[config.mk]
export PLATFORM = sky130hd
export DESIGN_NAME = dmem_req_ctrl_flat
export DESIGN_NICKNAME = d
export VERILOG_FILES = /design/src/rtl/dmem_pkg.sv /design/src/rtl/dmem_req_ctrl_if.sv /design/src/rtl/dmem_align_chk.sv /design/src/rtl/dmem_req_ctrl.sv /design/src/flat_wrapper.sv
export SDC_FILE = /design/constraint.sdc
export NUM_CORES = 1
export LEC_CHECK = 0
export BUFFER_PORTS_ARGS = -buffer_cell sky130_fd_sc_hd__clkbuf_2
export CORE_AREA = 3 3 153 155
export CTS_BUF_LIST = sky130_fd_sc_hd__clkbuf_2 sky130_fd_sc_hd__clkbuf_4 sky130_fd_sc_hd__clkbuf_8
export DETAILED_ROUTE_END_ITERATION = 6
export DIE_AREA = 0 0 156 158
export PLACE_DENSITY = 0.62
export SYNTH_ARGS = -nofsm -noshare
export SYNTH_HDL_FRONTEND = slang
export SYNTH_HIERARCHICAL = 1
export SYNTH_SLANG_ARGS = --single-unit
export TNS_END_PERCENT = 100
[constraint.sdc]
create_clock -name i_clk -period 4.5 [get_ports i_clk]
set_input_delay 0.9 -clock i_clk [delete_from_list [all_inputs] [get_ports i_clk]]
set_output_delay 0.9 -clock i_clk [all_outputs]
set_load 0.02 [all_outputs]
[src/rtl/dmem_pkg.sv]
// dmem_pkg: shared definitions for the MEM-stage data-memory request controller.
//   - RISC-V load/store func3 encodings
//   - access-size alignment mask helper
//   - controller state enum (RD_WAIT exists only with DMEM_OUTREG_EN defined)
//   - default XLEN / DMEM_BYTES
package dmem_pkg;

  localparam int          XLEN_DEF       = 64;
  localparam int unsigned DMEM_BYTES_DEF = 65536;

  localparam logic [2:0] F3_LB  = 3'b000;
  localparam logic [2:0] F3_LH  = 3'b001;
  localparam logic [2:0] F3_LW  = 3'b010;
  localparam logic [2:0] F3_LD  = 3'b011;
  localparam logic [2:0] F3_LBU = 3'b100;
  localparam logic [2:0] F3_LHU = 3'b101;
  localparam logic [2:0] F3_LWU = 3'b110;
  localparam logic [2:0] F3_SB  = 3'b000;
  localparam logic [2:0] F3_SH  = 3'b001;
  localparam logic [2:0] F3_SW  = 3'b010;
  localparam logic [2:0] F3_SD  = 3'b011;

  typedef enum logic [2:0] {
    IDLE,
    ISSUE_R,
    ISSUE_W,
    RESP_R,
    FAULT
`ifdef DMEM_OUTREG_EN
    , RD_WAIT
`endif
  } state_e;

  // Low address bits that must be zero for an access of size func3[1:0].
  function automatic logic [2:0] size_mask(input logic [1:0] sz);
    case (sz)
      2'b00:   size_mask = 3'b000;
      2'b01:   size_mask = 3'b001;
      2'b10:   size_mask = 3'b011;
      default: size_mask = 3'b111;
    endcase
  endfunction

endpackage

[src/rtl/dmem_req_ctrl_if.sv]
// dmem_req_ctrl_if: request/response handshake between the EX/MEM pipeline
// register (master) and dmem_req_ctrl (slave).
//   req_valid/req_ready, req_we, req_re, req_addr, req_wdata, req_func3
//   stall, resp_valid, resp_rdata, resp_misalign, resp_oob
interface dmem_req_ctrl_if import dmem_pkg::*; #(parameter int XLEN = XLEN_DEF);
  logic            req_valid, req_ready, req_we, req_re;
  logic [XLEN-1:0] req_addr, req_wdata;
  logic [2:0]      req_func3;
  logic            stall, resp_valid, resp_misalign, resp_oob;
  logic [XLEN-1:0] resp_rdata;

  modport master (
    output req_valid, req_we, req_re, req_addr, req_wdata, req_func3,
    input  req_ready, stall, resp_valid, resp_rdata, resp_misalign, resp_oob
  );
  modport slave (
    input  req_valid, req_we, req_re, req_addr, req_wdata, req_func3,
    output req_ready, stall, resp_valid, resp_rdata, resp_misalign, resp_oob
  );
endinterface

[src/rtl/dmem_align_chk.sv]
// dmem_align_chk: combinational access checker.
//   i_addr     byte address
//   i_size     func3[1:0] access size
//   o_misalign address not naturally aligned for the size
//   o_oob      address >= DMEM_BYTES
module dmem_align_chk import dmem_pkg::*; #(
  parameter int          XLEN       = XLEN_DEF,
  parameter int unsigned DMEM_BYTES = DMEM_BYTES_DEF
) (
  input  logic [XLEN-1:0] i_addr,
  input  logic [1:0]      i_size,
  output logic            o_misalign,
  output logic            o_oob
);
  assign o_misalign = |(i_addr[2:0] & size_mask(i_size));
  assign o_oob      = (i_addr >= XLEN'(DMEM_BYTES));
endmodule

[src/rtl/dmem_req_ctrl.sv]
// dmem_req_ctrl: MEM-stage request controller in front of the data memory.
// Accepts one load/store per handshake, checks alignment/range, drives the
// memory port with address/func3 held from issue through response, and
// returns a one-cycle response pulse (load data or fault flags).
// Ports:
//   i_clk, i_rst_n   clock, synchronous active-low reset
//   bus (slave)      request/response handshake, see dmem_req_ctrl_if
//   o_dm_we/o_dm_re  data-memory write/read enable
//   o_dm_addr/o_dm_data/o_dm_func3  held request fields
//   i_dm_rdata       extended load data from the data memory
// Build option: DMEM_OUTREG_EN adds RD_WAIT for a BRAM with output register.
module dmem_req_ctrl import dmem_pkg::*; #(
  parameter int          XLEN       = XLEN_DEF,
  parameter int unsigned DMEM_BYTES = DMEM_BYTES_DEF
) (
  input  logic            i_clk,
  input  logic            i_rst_n,
  dmem_req_ctrl_if.slave  bus,
  output logic            o_dm_we,
  output logic            o_dm_re,
  output logic [XLEN-1:0] o_dm_addr,
  output logic [XLEN-1:0] o_dm_data,
  output logic [2:0]      o_dm_func3,
  input  logic [XLEN-1:0] i_dm_rdata
);
  state_e          r_state, w_next;
  logic [XLEN-1:0] r_addr, r_wdata;
  logic [2:0]      r_func3;
  logic            r_mis, r_oob;
  logic            w_mis, w_oob, w_access, w_acc;
  logic            w_ready, w_we, w_re, w_rvalid, w_req_ready;

  dmem_align_chk #(.XLEN(XLEN), .DMEM_BYTES(DMEM_BYTES)) u_chk (
    .i_addr     (bus.req_addr),
    .i_size     (bus.req_func3[1:0]),
    .o_misalign (w_mis),
    .o_oob      (w_oob)
  );

  assign w_access = bus.req_we | bus.req_re;
  assign w_acc    = bus.req_valid & w_ready;

  always_ff @(posedge i_clk) begin
    if (!i_rst_n) r_state <= IDLE;
    else          r_state <= w_next;
  end

  // Direction is carried by the state (ISSUE_W vs ISSUE_R), so only the
  // payload and fault flags are latched here.
  always_ff @(posedge i_clk) begin
    if (!i_rst_n) begin
      r_addr  <= '0;
      r_wdata <= '0;
      r_func3 <= '0;
      r_mis   <= 1'b0;
      r_oob   <= 1'b0;
    end else if (w_acc) begin
      r_addr  <= bus.req_addr;
      r_wdata <= bus.req_wdata;
      r_func3 <= bus.req_func3;
      // A nop reports through FAULT with both flags clear.
      r_mis   <= w_mis & w_access;
      r_oob   <= w_oob & w_access;
    end
  end

  always_comb begin
    w_next   = r_state;
    w_ready  = 1'b0;
    w_we     = 1'b0;
    w_re     = 1'b0;
    w_rvalid = 1'b0;
    case (r_state)
      IDLE: begin
        w_ready = 1'b1;
        if (bus.req_valid) begin
          if (!w_access || w_mis || w_oob) w_next = FAULT;
          else if (bus.req_we)             w_next = ISSUE_W;  // store wins over load
          else                             w_next = ISSUE_R;
        end
      end
      ISSUE_W: begin
        w_we     = 1'b1;
        w_rvalid = 1'b1;
        w_next   = IDLE;
      end
      ISSUE_R: begin
        w_re = 1'b1;
`ifdef DMEM_OUTREG_EN
        w_next = RD_WAIT;
`else
        w_next = RESP_R;
`endif
      end
`ifdef DMEM_OUTREG_EN
      RD_WAIT: begin
        w_re   = 1'b1;
        w_next = RESP_R;
      end
`endif
      RESP_R: begin
        w_re     = 1'b1;
        w_rvalid = 1'b1;
        w_next   = IDLE;
      end
      FAULT: begin
        w_rvalid = 1'b1;
        w_next   = IDLE;
      end
      default: w_next = IDLE;
    endcase
  end

  // Everything visible is squashed while reset is held, so a reset landing in
  // ISSUE_W or RESP_R neither writes nor reports.
  assign w_req_ready       = w_ready & i_rst_n;
  assign bus.req_ready     = w_req_ready;
  assign bus.stall         = bus.req_valid & ~w_req_ready;
  assign bus.resp_valid    = w_rvalid & i_rst_n;
  assign bus.resp_rdata    = (r_state == RESP_R && i_rst_n) ? i_dm_rdata : '0;
  assign bus.resp_misalign = (r_state == FAULT) & r_mis & i_rst_n;
  assign bus.resp_oob      = (r_state == FAULT) & r_oob & i_rst_n;

  assign o_dm_we    = w_we & i_rst_n;
  assign o_dm_re    = w_re & i_rst_n;
  assign o_dm_addr  = r_addr;
  assign o_dm_data  = r_wdata;
  assign o_dm_func3 = r_func3;
endmodule
[src/flat_wrapper.sv]
// flat-port wrapper written by rule: the top's interface ports become plain ports
module dmem_req_ctrl_flat import dmem_pkg::*;
#(
  parameter int          XLEN       = XLEN_DEF,
  parameter int unsigned DMEM_BYTES = DMEM_BYTES_DEF
)
  (i_clk, i_rst_n, o_dm_we, o_dm_re, o_dm_addr, o_dm_data, o_dm_func3, i_dm_rdata, bus_req_valid, bus_req_we, bus_req_re, bus_req_addr, bus_req_wdata, bus_req_func3, bus_req_ready, bus_stall, bus_resp_valid, bus_resp_rdata, bus_resp_misalign, bus_resp_oob);
  dmem_req_ctrl_if #(.XLEN(XLEN)) bus_i ();
  input  logic i_clk;
  input  logic i_rst_n;
  output logic o_dm_we;
  output logic o_dm_re;
  output logic [XLEN-1:0] o_dm_addr;
  output logic [XLEN-1:0] o_dm_data;
  output logic [2:0] o_dm_func3;
  input  logic [XLEN-1:0] i_dm_rdata;
  input wire logic [$bits(bus_i.req_valid)-1:0] bus_req_valid;
  input wire logic [$bits(bus_i.req_we)-1:0] bus_req_we;
  input wire logic [$bits(bus_i.req_re)-1:0] bus_req_re;
  input wire logic [$bits(bus_i.req_addr)-1:0] bus_req_addr;
  input wire logic [$bits(bus_i.req_wdata)-1:0] bus_req_wdata;
  input wire logic [$bits(bus_i.req_func3)-1:0] bus_req_func3;
  output wire logic [$bits(bus_i.req_ready)-1:0] bus_req_ready;
  output wire logic [$bits(bus_i.stall)-1:0] bus_stall;
  output wire logic [$bits(bus_i.resp_valid)-1:0] bus_resp_valid;
  output wire logic [$bits(bus_i.resp_rdata)-1:0] bus_resp_rdata;
  output wire logic [$bits(bus_i.resp_misalign)-1:0] bus_resp_misalign;
  output wire logic [$bits(bus_i.resp_oob)-1:0] bus_resp_oob;
  assign bus_i.req_valid = bus_req_valid;
  assign bus_i.req_we = bus_req_we;
  assign bus_i.req_re = bus_req_re;
  assign bus_i.req_addr = bus_req_addr;
  assign bus_i.req_wdata = bus_req_wdata;
  assign bus_i.req_func3 = bus_req_func3;
  assign bus_req_ready = bus_i.req_ready;
  assign bus_stall = bus_i.stall;
  assign bus_resp_valid = bus_i.resp_valid;
  assign bus_resp_rdata = bus_i.resp_rdata;
  assign bus_resp_misalign = bus_i.resp_misalign;
  assign bus_resp_oob = bus_i.resp_oob;
  dmem_req_ctrl #(.XLEN(XLEN), .DMEM_BYTES(DMEM_BYTES)) u_core (.i_clk(i_clk), .i_rst_n(i_rst_n), .bus(bus_i), .o_dm_we(o_dm_we), .o_dm_re(o_dm_re), .o_dm_addr(o_dm_addr), .o_dm_data(o_dm_data), .o_dm_func3(o_dm_func3), .i_dm_rdata(i_dm_rdata));
endmodule
==> results of run 1 <==
## cell families after synthesis
logic type      after synthesis  synth area share
compound gates                9            0.0102
buf+inv                      54            0.0588
flops                       136             0.446
mux                         133             0.218
simple gates                362             0.267
## power breakdown
group	switching (mW)	internal, mW	total, mW
Clock	0.531	0.521	1.05
Sequential	0.0417	1.28	1.33
Combinational	0.303	0.201	0.504
## Yosys cell counts
library cell	number
nand2_1	265
dfxtp_1	136
mux2i_1	133
and2_1	64
clkbuf_1	30
nor4_1	11
buf_12	7
buf_2	7
buf_4	6
nor2b_1	4
nand4_1	3
a211oi_1	2
and3_1	2
inv_1	2
nor2_1	2
nor3b_1	2
o211ai_1	2
o21ai_0	2
or3b_2	2
a21oi_1	1
and4b_1	1
buf_1	1
buf_8	1
nor3_1	1
nor4_2	1
nor4b_1	1
nor4b_2	1
o21a_1	1
o311a_1	1
or3_1	1
or4b_2	1
## final cells by class
type / instances / area share
repair buffers: 406 / 0.240
well taps: 280 / 0.0408
clock buffers: 18 / 0.0288
clock inverters: 14 / 0.0189
multi-input cells: 504 / 0.353
flip-flops and latches: 136 / 0.317
diodes: 3 / 0.000873
inverters: 2 / 0.000873
## state kept, by name (all words and copies together) (netlist names)
| signal | cells |
|---|---|
| u_core/o_dm_addr | 64 |
| u_core/r_mis | 1 |
| u_core/r_state | 3 |
| u_core/o_dm_data | 64 |
| u_core/r_oob | 1 |
| u_core/o_dm_func3 | 3 |
## through the flow
stage / hold slack, ns / instances / instance area (µm²) / setup slack [ns]
3_3_place_gp: 0.440 / 1328 / 8180 / 1.10
4_1_cts: 0.460 / 1360 / 8590 / 1.00
2_1_floorplan: 0.430 / 694 / 6100 / 1.55
5_1_grt: 0.475 / 1363 / 8600 / 0.826
3_5_place_dp: 0.445 / 1328 / 8180 / 1.01
6_report: 0.458 / 1363 / 8600 / 1.02
## worst paths after layout
check	startpoint	depth (start not counted)	to
hold / removal	u_core/o_dm_addr[61]	2	u_core/o_dm_addr[61]
hold reg to reg	u_core/o_dm_addr[61]	2	u_core/o_dm_addr[61]
setup reg to reg	u_core/r_state[2]	3	u_core/o_dm_addr[53]
setup / recovery	i_rst_n	4	bus_resp_rdata[55]
## layer usage
layer / part of all wire / global-route usage / vias to the layer above
li1: - / - / 3005
met1: 0.38 / 0.177 / 2658
met2: 0.53 / 0.309 / 240
met3: 0.075 / 0.0500 / 13
met4: 0.013 / 0.0530 / 2
met5: 0.00059 / 0 / -
## worst max-delay path, cell delays in order
cell and delay [ns]:
clkbuf_8 0.39, and4b_2 0.85, and2_1 0.24, clkbuf_2 0.17
==> run_results.csv, run 1 <==
group,metric,value,unit
critical_path,critPathRequiredTime,3.60,ns
detailed_routing,drc,0,
yosys,netlist_area,6100,µm²
global_route,grtUsageTotal,0.165,
layout,final_common_cell,"clkbuf_2",
critical_path,critPathArrivalTime,2.58,ns
min_path,hold_path_class,"flop to flop",
critical_path,crit_fanout,79,
layout,fillCellCount,2324,
floorplan,rows,54,
power_and_ir_drop,p_total,2.88,mW
global_route,first_global_vias,5498,
detailed_routing,via_count,5918,
clock_tree,ctsRootBufferMaster,"clkbuf_8",
placed_design,dp_hpwl,17.2,mm
floorplan,io_pins,402,
floorplan,dieWidth,156,µm
timing,tightestPinTransition,0.970,ns
critical_path,worstSetupPathType,"input pin to output pin",
layout,fin_util,0.391,
timing,finClkSkew,0.0103,ns
detailed_routing,via_per_inst,4.34,
clock_tree,cts_sinks,136,
detailed_routing,wirelength,22.0,mm
global_route,antenna_found_initial,4,
placed_design,gp_congestion,0.815,
clock_tree,max-clock-path-buffers,2,
detailed_routing,antenna_left,0,
yosys,yosys_warnings,6,
timing,finalCritPeriodShare,0.772,
yosys,yosysSeqAreaShare,0.446,
detailed_routing,wl_per_cell,16.1,µm
critical_path,r2r_slack,2.68,ns
floorplan,core_area,22000,µm²
clock_tree,htree_levels,4,
yosys,synth_area_per_cell,8.79,µm²
global_route,grt-ovfl-total,0,
run,drv_cap,0,
clock_tree,cts_hold_buf,0,
yosys,yosysTopAreaCellShare,0.446,
power_and_ir_drop,ir_drop,192,µV
clock_tree,cts_tree,"done",
yosys,synthCells,694,
layout,final_cell_mix,"clkbuf_2 (400), nand2_1 (265), dfxtp_1 (136)",
clock_tree,cts_resized,0,
critical_path,endpoint_kind,"output pin",
timing,period_needed,3.48,ns
clock_tree,clock_latency,0.43,ns
timing,maxSlewHeadroom,0.353,
timing,hold_viol_final,0,
timing,finalMaxSlewViolations,0,
clock_tree,path_clk_slew,0.08,ns
floorplan,start_util,0.278,
yosys,syn_nets,894,
yosys,synth_cell_types,31,
layout,area_growth,40.8,%
timing,fmax,0.288,GHz
clock_tree,post-cts-setup-buffers,0,
detailed_routing,firstDrtPassIters,5,
timing,finalSetupViolCount,0,
placed_design,portBuffers,401,
global_route,grt_pass1_wl,31.2,mm
power_and_ir_drop,p_per_area,335,nW/µm²
yosys,synth_top_area_cell,"dfxtp_1",
clock_tree,numCtsBuffers,17,
layout,seqCellArea,2720,µm²
yosys,yosys_register_bits,136,
status,status,"completed",
detailed_routing,drt_iter0_drc,270,
timing,setup_tns,0,ns
critical_path,start_kind,"input pin",
layout,drive_gt1_frac,0.411,
yosys,yosys-top-cells-area,"dfxtp_1 (45%), mux2i_1 (22%), nand2_1 (16%)",
timing,rsz0062_at_grt,"false",
floorplan,fp.dieH,158,µm
layout,multiInputGateArea,3030,µm²
global_route,grt_max_degree,100,
layout,nets,1267,
floorplan,die_area,24600,µm²
power_and_ir_drop,p_leak,4.47,nW
(Power assumes the default switching activity.)
==> inputs of run 2 (changes only) <==
--- a/config.mk
+++ b/config.mk
@@ -5,12 +5,13 @@
 export SDC_FILE = /design/constraint.sdc
 export NUM_CORES = 1
 export LEC_CHECK = 0
+export ABC_AREA = 1
 export BUFFER_PORTS_ARGS = -buffer_cell sky130_fd_sc_hd__clkbuf_2
-export CORE_AREA = 3 3 153 155
+export CORE_AREA = 3 3 157 159
 export CTS_BUF_LIST = sky130_fd_sc_hd__clkbuf_2 sky130_fd_sc_hd__clkbuf_4 sky130_fd_sc_hd__clkbuf_8
 export DETAILED_ROUTE_END_ITERATION = 6
-export DIE_AREA = 0 0 156 158
-export PLACE_DENSITY = 0.62
+export DIE_AREA = 0 0 160 162
+export PLACE_DENSITY = 0.65
 export SYNTH_ARGS = -nofsm -noshare
 export SYNTH_HDL_FRONTEND = slang
 export SYNTH_HIERARCHICAL = 1
==> constraint.sdc (replaced) <==
create_clock -name i_clk -period 3.1 [get_ports i_clk]
set_input_delay 0.62 -clock i_clk [delete_from_list [all_inputs] [get_ports i_clk]]
set_output_delay 0.62 -clock i_clk [all_outputs]
set_load 0.02 [all_outputs]
==> run_results.csv, run 2 <==
group,metric,value,unit
global_route,gr-usage-met2,0.328,
timing,setup_tns,0,ns
timing,finalWorstSetupSlack,0.622,ns
layout,area_growth,37.5,%
clock_tree,cts_hold_buf,0,
layout,finalInstanceArea,9200,µm²
clock_tree,cts_resized,0,
layout,final_cells,1639,
detailed_routing,wl_per_cell,15.0,µm
critical_path,slowest_stage,"buf_4",
placed_design,dp.cells,1608,
yosys,yosysSeqAreaShare,0.407,
yosys,yosysMostFrequentCell,"nor2_1",
critical_path,critPathArrivalTime,1.86,ns
clock_tree,max-clock-path-buffers,2,
detailed_routing,via_count,7218,
critical_path,critPathRequiredTime,2.48,ns
critical_path,start_kind,"flop",
layout,nets,1508,
min_path,hold_path_class,"flop to flop",
detailed_routing,via_per_inst,4.40,
yosys,synthArstFlopShare,0,
global_route,grt_pass1_wl,36.5,mm
layout,fin_util,0.393,
timing,tightestPinTransition,0.790,ns
timing,hold_viol_final,0,
yosys,synth_edf_count,0,
global_route,antenna_found_initial,3,
yosys,yosysTopAreaCellShare,0.407,
layout,final_common_cell,"clkbuf_2",
status,status,"completed",
power_and_ir_drop,comb_power_share,0.204,
power_and_ir_drop,pwr-share-clk,0.364,
detailed_routing,antenna_left,0,
global_route,use_met1,0.200,
detailed_routing,firstDrtPassIters,5,
timing,fmax,0.404,GHz
detailed_routing,drt_iter0_drc,397,
yosys,synth_top_area_cell,"dfxtp_1",
placed_design,dp_hpwl,18.4,mm
power_and_ir_drop,p_total,4.53,mW
global_route,grt_max_degree,127,
clock_tree,clock_latency,0.42,ns
yosys,synthTopCellsByCount,"nor2_1 (239), nand2_1 (151), dfxtp_1 (136), a21oi_1 (133), nand3b_1 (131)",
clock_tree,numCtsBuffers,17,
yosys,synth_ff_type,"dfxtp_1",
floorplan,die_area,25900,µm²
clock_tree,cts_tree,"done",
timing,finalMaxSlewViolations,0,
timing,finClkSkew,0.00984,ns
power_and_ir_drop,p_per_area,492,nW/µm²
critical_path,worstSetupPathType,"flop to output pin",
power_and_ir_drop,power.switching,1.35,mW
power_and_ir_drop,p_int,3.18,mW
global_route,grt-ovfl-total,0,
global_route,grtUsageTotal,0.178,
global_route,first_global_vias,6424,
timing,maxSlewHeadroom,0.473,
yosys,synth_cell_types,17,
run,drv_cap,0,
critical_path,r2r_slack,1.33,ns
timing,period_needed,2.48,ns
timing,rsz0062_at_grt,"false",
timing,finalSetupViolCount,0,
critical_path,crit_chain,"inv_1, nand4_2, buf_4, nor2_1, clkbuf_2",
critical_path,endpoint_kind,"output pin",
clock_tree,path_clk_slew,0.08,ns
yosys,yosys_register_bits,136,
power_and_ir_drop,swShare,0.298,
timing,holdWs,0.482,ns
floorplan,rows,56,
floorplan,core_area,23400,µm²
yosys,netlist_area,6690,µm²
yosys,syn_nets,1158,
yosys,synth_area_per_cell,6.98,µm²
detailed_routing,drc,0,
power_and_ir_drop,p_leak,4.97,nW
timing,finalCritPeriodShare,0.799,
clock_tree,htree_levels,4,
layout,final_cell_mix,"clkbuf_2 (400), nor2_1 (239), nand2_1 (151)",
critical_path,crit_fanout,64,
placed_design,gp_congestion,0.771,
power_and_ir_drop,p_seq_frac,0.431,
critical_path,crit_path_max_incr_delay,0.51,ns
placed_design,portBuffers,401,
floorplan,start_util,0.286,
floorplan,fp.dieH,162,µm
yosys,synthCells,958,
yosys,yosys-top-cells-area,"dfxtp_1 (41%), nand3b_1 (15%), nor2_1 (13%)",
placed_design,placed_area,8750,µm²
clock_tree,cts_sinks,136,
global_route,met3_usage,0.0594,
layout,drive_gt1_frac,0.336,
global_route,grt_busiest_layer,"met2",
yosys,yosys_warnings,6,
detailed_routing,wirelength,24.5,mm
floorplan,dieWidth,160,µm
floorplan,io_pins,402,
placed_design,post-place-ws,0.725,ns
power_and_ir_drop,ir_drop,237,µV
clock_tree,post-cts-setup-buffers,0,
clock_tree,ctsRootBufferMaster,"clkbuf_8",
-- run 2: cell count changes after synthesis, moves of 33 or more --
cell      before  now
nor2_1         2  239
and2_1        64    0
inv_1          2   73
nand2_1      265  151
mux2i_1      133    0
nand3b_1       0  131
a21oi_1        1  133
buf_2          7   40
-- run 2: power by group through the flow --
stage | clock [mW] | sequential, mW | combinational [mW]
after floorplan | 0 | 2.15 | 0.422
after global placement | 0 | 1.99 | 0.931
after detailed placement | 0 | 1.99 | 0.936
after CTS | 1.72 | 1.95 | 0.939
after global routing | 1.79 | 1.97 | 1.02
final | 1.65 | 1.95 | 0.926
-- run 2: kinds of logic (layout without fill, tap and decap cells) --
| family | after synthesis | count (layout) | synth area share |
|---|---|---|---|
| simple gates | 536 | 536 | 0.381 |
| buf+inv | 152 | 513 | 0.112 |
| flops | 136 | 136 | 0.407 |
| compound gates | 134 | 134 | 0.100 |
| other cells | 0 | 1 | 0 |
-- run 2: path summary, 6_finish.rpt --
path	startpoint	endpoint	cells after the start
setup / recovery	u_core/r_state[2]	bus_resp_rdata[44]	5
hold / removal	u_core/o_dm_func3[1]	u_core/o_dm_func3[1]	2
setup reg to reg	u_core/r_state[2]	u_core/r_state[1]	5
hold reg to reg	u_core/o_dm_func3[1]	u_core/o_dm_func3[1]	2
-- run 2: cell type report --
type | count | area, µm²
diodes | 1 | 2.50
clock buffers | 20 | 275
clock inverters | 10 | 168
fillers | 2593 | 14200
inverters | 73 | 274
multi-input cells | 670 | 3220
flip-flops and latches | 136 | 2720
well taps | 319 | 399
repair buffers | 410 | 2140
-- run 2: worst max-delay path, delay by kind of cell (launching register included) --
kind          cells  cell delay (ns)
simple gates      2             0.18
buf+inv           3             0.80
flops             1             0.42
-- run 2: metal layers --
layer | up-vias | share of wire | wire [µm]
met4 | 4 | 0.0087 | 214
met1 | 3221 | 0.40 | 9690
met3 | 16 | 0.079 | 1940
li1 | 3730 | - | -
met5 | - | 0.00086 | 21
met2 | 247 | 0.52 | 12700
==> inputs of run 3 (changes only) <==
--- a/config.mk
+++ b/config.mk
@@ -7,11 +7,11 @@
 export LEC_CHECK = 0
 export ABC_AREA = 1
 export BUFFER_PORTS_ARGS = -buffer_cell sky130_fd_sc_hd__clkbuf_2
-export CORE_AREA = 3 3 157 159
+export CORE_AREA = 3 3 154 156
 export CTS_BUF_LIST = sky130_fd_sc_hd__clkbuf_2 sky130_fd_sc_hd__clkbuf_4 sky130_fd_sc_hd__clkbuf_8
 export DETAILED_ROUTE_END_ITERATION = 6
-export DIE_AREA = 0 0 160 162
-export PLACE_DENSITY = 0.65
+export DIE_AREA = 0 0 157 159
+export PLACE_DENSITY = 0.64
 export SYNTH_ARGS = -nofsm -noshare
 export SYNTH_HDL_FRONTEND = slang
 export SYNTH_HIERARCHICAL = 1
==> constraint.sdc (replaced) <==
create_clock -name i_clk -period 2.39 [get_ports i_clk]
set_input_delay 0.478 -clock i_clk [delete_from_list [all_inputs] [get_ports i_clk]]
set_output_delay 0.478 -clock i_clk [all_outputs]
set_load 0.02 [all_outputs]
==> run_results.csv, run 3 (synthesis results as in run 2) <==
group,metric,value,unit
status,status,"completed",
clock_tree,clock_latency,0.43,ns
placed_design,dp_hpwl,17.3,mm
timing,period_needed,2.20,ns
layout,final_common_cell,"clkbuf_2",
layout,fin_util,0.407,
clock_tree,cts_tree,"done",
critical_path,crit_path_max_incr_delay,0.42,ns
run,drv_cap,0,
placed_design,portBuffers,401,
detailed_routing,wirelength,23.6,mm
timing,finalCritPeriodShare,0.921,
placed_design,gp_congestion,0.841,
timing,tightestPinTransition,0.703,ns
timing,finClkSkew,0.0138,ns
detailed_routing,via_per_inst,4.49,
timing,rsz0062_at_grt,"false",
critical_path,slowest_stage,"dfxtp_1",
detailed_routing,wl_per_cell,14.7,µm
floorplan,rows,55,
floorplan,io_pins,402,
clock_tree,max-clock-path-buffers,2,
detailed_routing,via_count,7213,
timing,fmax,0.454,GHz
layout,fillCellCount,2482,
global_route,grt_pass1_wl,35.2,mm
critical_path,start_kind,"flop",
power_and_ir_drop,ir_drop,308,µV
critical_path,worstSetupPathType,"flop to output pin",
critical_path,cp_top_family,"buffers and inverters",
detailed_routing,firstDrtPassIters,6,
timing,finalMaxSlewViolations,0,
detailed_routing,antenna_left,0,
global_route,antenna_found_initial,1,
floorplan,core_area,22500,µm²
clock_tree,htree_levels,4,
timing,maxSlewHeadroom,0.532,
clock_tree,cts_sinks,136,
critical_path,critPathArrivalTime,1.72,ns
critical_path,endpoint_kind,"output pin",
power_and_ir_drop,p_leak,4.97,nW
clock_tree,numCtsBuffers,17,
floorplan,die_area,25000,µm²
clock_tree,cts_hold_buf,0,
layout,area_growth,37.0,%
critical_path,critPathRequiredTime,1.91,ns
detailed_routing,drc,0,
global_route,grt_max_degree,136,
critical_path,crit_chain,"inv_1, nand4_4, buf_6, nor2_1, clkbuf_2",
timing,finalSetupViolCount,0,
clock_tree,path_clk_slew,0.08,ns
timing,setup_tns,0,ns
timing,hold_viol_final,0,
layout,drive_gt1_frac,0.337,
clock_tree,ctsRootBufferMaster,"clkbuf_8",
layout,num_antenna_cells,0,
critical_path,r2r_slack,0.82,ns
layout,nets,1509,
global_route,first_global_vias,6596,
critical_path,crit_fanout,64,
layout,final_cell_mix,"clkbuf_2 (400), nor2_1 (239), nand2_1 (151)",
floorplan,fp.dieH,159,µm
global_route,grtUsageTotal,0.176,
floorplan,start_util,0.297,
critical_path,cp_num_buf_inv,3,
min_path,hold_path_class,"input pin to flop",
global_route,grt-ovfl-total,0,
detailed_routing,drt_iter0_drc,307,
floorplan,dieWidth,157,µm
power_and_ir_drop,p_per_area,630,nW/µm²
## run 3: stage by stage
stage	setup WS, ns	std cells	power, mW	hold slack, ns	instance area (µm²)
after floorplan	0.686	958	3.34	0.495	6690
after global placement	0.459	1575	3.78	0.459	8740
after detailed placement	0.367	1575	3.80	0.466	8740
after CTS	0.148	1607	5.87	0.287	9170
after global routing	0.0478	1607	6.10	0.310	9170
final	0.188	1607	5.77	0.324	9170
## run 3: area by class of cell
type | count | area [µm²] | share of cell area
Inverter | 73 | 274 | 0.0299
Clock inverter | 13 | 168 | 0.0183
Timing Repair Buffer | 411 | 2160 | 0.236
Multi-Input combinational cell | 670 | 3230 | 0.352
Tap cell | 285 | 357 | 0.0389
Clock buffer | 19 | 255 | 0.0278
Sequential cell | 136 | 2720 | 0.297
## run 3: tightest hold or removal path: cells and delay by family
family	cells	cell delay [ns]
buffers and inverters	1	0.09
and+or+nand+nor	1	0.09
AOI/OAI and AO/OA	1	0.06
## run 3: metal layers
| layer | up-vias | wire (µm) | GRT usage |
|---|---|---|---|
| li1 | 3739 | - | - |
| met1 | 3204 | 9260 | 0.192 |
| met2 | 245 | 12100 | 0.327 |
| met3 | 23 | 1730 | 0.0489 |
| met4 | 2 | 498 | 0.0537 |
| met5 | - | 8 | 0 |
## run 3: final timing paths
kind | startpoint | cells past startpoint | end
worst max register to register | u_core/r_state[1] | 5 | u_core/o_dm_data[33]
worst min-delay path | bus_req_re | 3 | u_core/r_state[0]
worst min register to register | u_core/o_dm_addr[53] | 2 | u_core/o_dm_addr[53]
worst max-delay path | u_core/r_state[2] | 5 | bus_resp_rdata[42]
## run 3: repair_timing
action	CTS	global route
resized for setup	1	0
setup buffers	0	0
setup endpoints to repair	1	0
## run 3: power by group
| part | switching (mW) | internal, mW |
|---|---|---|
| logic | 0.739 | 0.463 |
| clock network | 0.956 | 1.09 |
| registers | 0.0886 | 2.44 |
| total | 1.78 | 3.99 |
